[src/rtl/ram_bist_master.sv]
// Built-in self-test and initialisation engine for a single-port RAM:
// fills every word with seed+address, reads it all back and counts mismatches.
module ram_bist_master #(
  parameter int ADDR_W = 2,
  parameter int DATA_W = 8
) (
  input  logic              clk,
  input  logic              rst,
  input  logic              start,
  input  logic [DATA_W-1:0] seed,
  output logic [ADDR_W-1:0] mem_addr,
  output logic              mem_wr_en,
  output logic [DATA_W-1:0] mem_wr_data,
  input  logic [DATA_W-1:0] mem_rd_data,
  output logic              busy,
  output logic              done,
  output logic [ADDR_W:0]   err_cnt,
  output logic              pass,
  output logic [1:0]        dbg_state
);

  typedef enum logic [1:0] {
    S_IDLE  = 2'd0,
    S_WRITE = 2'd1,
    S_READ  = 2'd2,
    S_DONE  = 2'd3
  } state_t;

  state_t              state_q, state_d;
  logic [ADDR_W-1:0]   cnt_q, cnt_d;
  logic [DATA_W-1:0]   seed_q, seed_d;
  logic [ADDR_W:0]     err_q, err_d;
  logic                pass_q, pass_d;
  logic [DATA_W-1:0]   pattern;
  logic                mismatch;

  // Expected word for the current address; wraps modulo 2**DATA_W.
  assign pattern  = seed_q + DATA_W'(cnt_q);
  // Case inequality so an unknown read value is counted as a failure.
  assign mismatch = (mem_rd_data !== pattern);

  always_comb begin
    state_d     = state_q;
    cnt_d       = cnt_q;
    seed_d      = seed_q;
    err_d       = err_q;
    pass_d      = pass_q;
    mem_wr_en   = 1'b0;
    mem_addr    = '0;
    mem_wr_data = '0;
    busy        = 1'b0;
    done        = 1'b0;
    case (state_q)
      S_IDLE: begin
        if (start) begin
          state_d = S_WRITE;
          cnt_d   = '0;
          seed_d  = seed;
          err_d   = '0;
          pass_d  = 1'b0;
        end
      end
      S_WRITE: begin
        mem_wr_en   = 1'b1;
        mem_addr    = cnt_q;
        mem_wr_data = pattern;
        busy        = 1'b1;
        if (cnt_q == '1) begin
          state_d = S_READ;
          cnt_d   = '0;
        end else begin
          cnt_d = cnt_q + ADDR_W'(1);
        end
      end
      S_READ: begin
        mem_addr = cnt_q;
        busy     = 1'b1;
        if (mismatch) begin
          err_d = err_q + (ADDR_W+1)'(1);
        end
        if (cnt_q == '1) begin
          state_d = S_DONE;
          cnt_d   = '0;
          pass_d  = (err_d == '0);
        end else begin
          cnt_d = cnt_q + ADDR_W'(1);
        end
      end
      S_DONE: begin
        done    = 1'b1;
        state_d = S_IDLE;
      end
      default: begin
        state_d = S_IDLE;
      end
    endcase
  end

  always_ff @(posedge clk) begin
    if (rst) begin
      state_q <= S_IDLE;
      cnt_q   <= '0;
      seed_q  <= '0;
      err_q   <= '0;
      pass_q  <= 1'b0;
    end else begin
      state_q <= state_d;
      cnt_q   <= cnt_d;
      seed_q  <= seed_d;
      err_q   <= err_d;
      pass_q  <= pass_d;
    end
  end

  assign err_cnt   = err_q;
  assign pass      = pass_q;
  assign dbg_state = state_q;

endmodule

[config.mk]
export PLATFORM = sky130hd
export DESIGN_NAME = ram_bist_master
export DESIGN_NICKNAME = d
export VERILOG_FILES = /design/src/rtl/ram_bist_master.sv
export SDC_FILE = /design/constraint.sdc
export NUM_CORES = 1
export LEC_CHECK = 0
export CORE_UTILIZATION = 35
export CTS_CLUSTER_SIZE = 40
export DETAILED_ROUTE_END_ITERATION = 10
export GPL_TIMING_DRIVEN = 1
export PLACE_DENSITY_LB_ADDON = 0.3
export SYNTH_ARGS = -nofsm -noshare
export SYNTH_HDL_FRONTEND = slang
export SYNTH_SLANG_ARGS = --single-unit
export TNS_END_PERCENT = 1
[constraint.sdc]
create_clock -name clk -period 2.4 [get_ports clk]
set_clock_uncertainty 0.2 [all_clocks]
set_input_delay 0.6 -clock clk [delete_from_list [all_inputs] [get_ports clk]]
set_output_delay 0.6 -clock clk [all_outputs]
set_load 0.05 [all_outputs]
==> impl_metrics.py <==
metrics = {
    "outcome": {
        "outcome": "complete, but fails checks",
        "violations": "setup timing",
    },
    "clock_network": {
        "cts_tree": "built",
        "path_clk_slew_ns": 0.08,
        "hold_buffers": 0,
        "clock_sinks": 16,
        "cts_buffer_depth": 2,
        "insertion_delay_ns": 0.29,
        "clock_tree.root_cell": "clkbuf_4",
        "h-tree-depth": 1,
        "cts_made_buffers": 3,
    },
    "place": {
        "place_worst_setup_slack_ns": -0.532,
        "numPortBuffers": 37,
        "routabilityCongestion": 0.814,
        "dpl.hpwl_mm": 2.51,
    },
    "sta": {
        "drv_slew": 0,
        "setup_viol": 11,
        "rsz0062_at_grt": "yes",
        "fmax_ghz": 0.387,
        "tightest_slew_ns": 0.589,
        "slew_headroom_pct": 60.5,
        "finalWorstSetupSlack_ns": -0.186,
        "hold_viol_final": 0,
        "whs_ns": 0.285,
        "min_period_ns": 2.59,
        "fin_crit_sh_pct": 108,
    },
    "route": {
        "wl_met3_um": 126,
        "dr.pass1.iters": 4,
        "ant_nets": 0,
        "routedWlPerCell_um": 12.9,
        "top_layer": "met4",
        "drt-total-wl_mm": 3.17,
        "wl_met1_mm": 1.37,
        "routed_via_density": 5.16,
        "drc": 0,
        "first_iter_violations": 21,
        "route.met2.wl_mm": 1.61,
        "num_vias": 1265,
    },
    "setup_path": {
        "r2r_cells": 9,
        "critical_path_class": "reg -> out",
        "worst-path-max-fanout": 4,
        "start_kind": "register",
        "arrival_ns": 1.79,
        "reg2reg_setup_slack_ns": -0.15,
        "cp.required_ns": 1.60,
        "end_kind": "output pin",
    },
    "power_and_ir_drop": {
        "report.power.total_mw": 1.57,
        "power-per-cell-area_nw_per_um2": 803,
        "switchingPower_mw": 0.724,
        "ir_worst_vdd_mv": 0.766,
        "clkPwrFrac_pct": 8.9,
        "leakagePower_nw": 0.822,
        "seqPwrFrac_pct": 25.6,
        "netSwitchingFraction_pct": 46.2,
        "p_int_mw": 0.844,
        "p_comb_share_pct": 65.5,
    },
    "grt": {
        "grt_pass1_wl_mm": 5.70,
        "grt_pass1_vias": 1301,
        "antenna_found_initial": 0,
        "gr-total-overflow": 0,
        "grt_usage_pct": 17.8,
        "grt_max_degree": 13,
    },
    "logic_synthesis": {
        "ys_seq_area_share_pct": 25.0,
        "synth_nets": 183,
        "ys_ff_latch": 16,
        "synthFlopType": "dfxtp_1",
        "synth_top_area_share_pct": 25.0,
        "yosysUniqueCellTypes": 49,
        "synth_largest_area_cell": "dfxtp_1",
        "yosys_warnings": 0,
        "netlist_area_um2": 1280,
        "synthArstFlopShare_pct": 0,
        "synthCells": 155,
        "yosys-top-cells-area": "dfxtp_1 25%, ha_1 7.8%, nand2_1 7.3%, and2_1 5.4%, a21oi_1 4.7%",
        "syn_area_per_cell_um2": 8.27,
        "synth_edf_count": 0,
    },
    "final_layout": {
        "fin_nets": 229,
        "layout_common_cells": "24 x nand2_1, 21 x clkdlybuf4s50_1, 12 x a21oi_1, 12 x buf_12, 12 x buf_4",
        "final.fill_count": 317,
        "postLayoutCoreUtil_pct": 57.1,
        "drive_above_1_share_pct": 29.1,
        "area_delta_synth_final_pct": 52.3,
        "final_common_cell": "nand2_1",
        "antennaDiodeCount": 0,
    },
    "run": {
        "drv_cap": 0,
    },
    "die": {
        "start_util_pct": 37.5,
        "die_w_um": 62.5,
        "fp.coreArea_um2": 3420,
        "die_h_um": 62.5,
        "fp.dieArea_um2": 3910,
        "ios": 38,
        "rows": 21,
    },
    "hold_path": {
        "holdPathStages": 2,
        "hp-class": "reg -> reg",
    },
}
## cell usage after synthesis (all sizes together), types with 2 or more instances
| master | n |
|---|---|
| nand2 | 25 |
| dfxtp | 16 |
| a21oi | 13 |
| and2 | 11 |
| nor2 | 9 |
| ha | 8 |
| inv | 6 |
| xnor2 | 6 |
| buf | 5 |
| xor2 | 5 |
| o21ai | 4 |
| nand2b | 3 |
| nor2b | 3 |
| a2111oi | 2 |
| a21o | 2 |
| a32oi | 2 |
| and3b | 2 |
| clkbuf | 2 |
| mux2i | 2 |
| nand3 | 2 |
| nand3b | 2 |
| nand4 | 2 |
| nor3b | 2 |
| or2 | 2 |
## timing repair
| action | 4_1_cts | 5_1_grt |
|---|---|---|
| buffers inserted | 3 | 0 |
| resized for setup | 18 | 3 |
| setup endpoints to repair | 11 | 12 |
| pin swaps | 7 | 3 |
| endpoints found under the hold margin | 0 | 0 |
## per-stage QoR
stage	area [um^2]	cells	TNS, ns
after floorplan	1290	155	-0.261
after global placement	1840	239	-1.70
after detailed placement	1840	239	-1.98
after CTS	1950	245	-1.33
after global routing	1950	245	-2.06
final	1950	245	-1.30
## cell type report
type                            instances  area, um^2  share of cell area, %
Clock buffer                            3        22.5                   1.15
Timing Repair Buffer                   48         573                   29.4
Multi-Input combinational cell        126         948                   48.6
Sequential cell                        16         328                   16.8
Inverter                                6        22.5                   1.15
Tap cell                               46        57.6                   2.95
## layer usage
| metal | global-route usage, % | vias up |
|---|---|---|
| li1 | - | 632 |
| met1 | 20.5 | 596 |
| met2 | 31.8 | 29 |
| met3 | 3.65 | 8 |
| met4 | 7.27 | 0 |
| met5 | 0 | - |
## power groups by stage
stage | Clock (mW) | Sequential, mW | Combinational [mW]
2_1_floorplan | 0 | 0.432 | 0.593
3_3_place_gp | 0 | 0.392 | 0.989
3_5_place_dp | 0 | 0.396 | 1.01
4_1_cts | 0.144 | 0.400 | 1.03
5_1_grt | 0.154 | 0.411 | 1.12
6_report | 0.139 | 0.401 | 1.03
## worst max-delay path, cell delays in order, from the launching register on
cell and delay, ns:
dfxtp_2 0.34, ha_4 0.16, fa_2 0.41, nand3_4 0.12, buf_6 0.10, xnor2_2 0.09, and2_4 0.16, buf_12 0.13
## state kept, by name, summed over array words and instances (netlist names)
| register | flops |
|---|---|
| dbg_state | 2 |
| cnt_q | 2 |
| err_cnt | 3 |
| pass | 1 |
| seed_q | 8 |
## logic make-up (layout without fill, tap and decap cells)
logic type	after synthesis	after routing	share of synthesized area, %
AOI/OAI and AO/OA	36	36	21.4
xor gates and xnor gates	11	11	7.52
adders and majority gates	9	9	9.38
buffers and inverters	13	57	5.66
DFF	16	16	25.0
muxes	3	3	2.44
and+or+nand+nor	67	67	28.6
## final timing paths
path              from              to
max          seed_q[0]  mem_wr_data[4]
min          seed_q[1]       seed_q[1]
max reg2reg  seed_q[0]      err_cnt[0]
min reg2reg  seed_q[1]       seed_q[1]
Note: power is estimated with default switching activity, not from simulation.
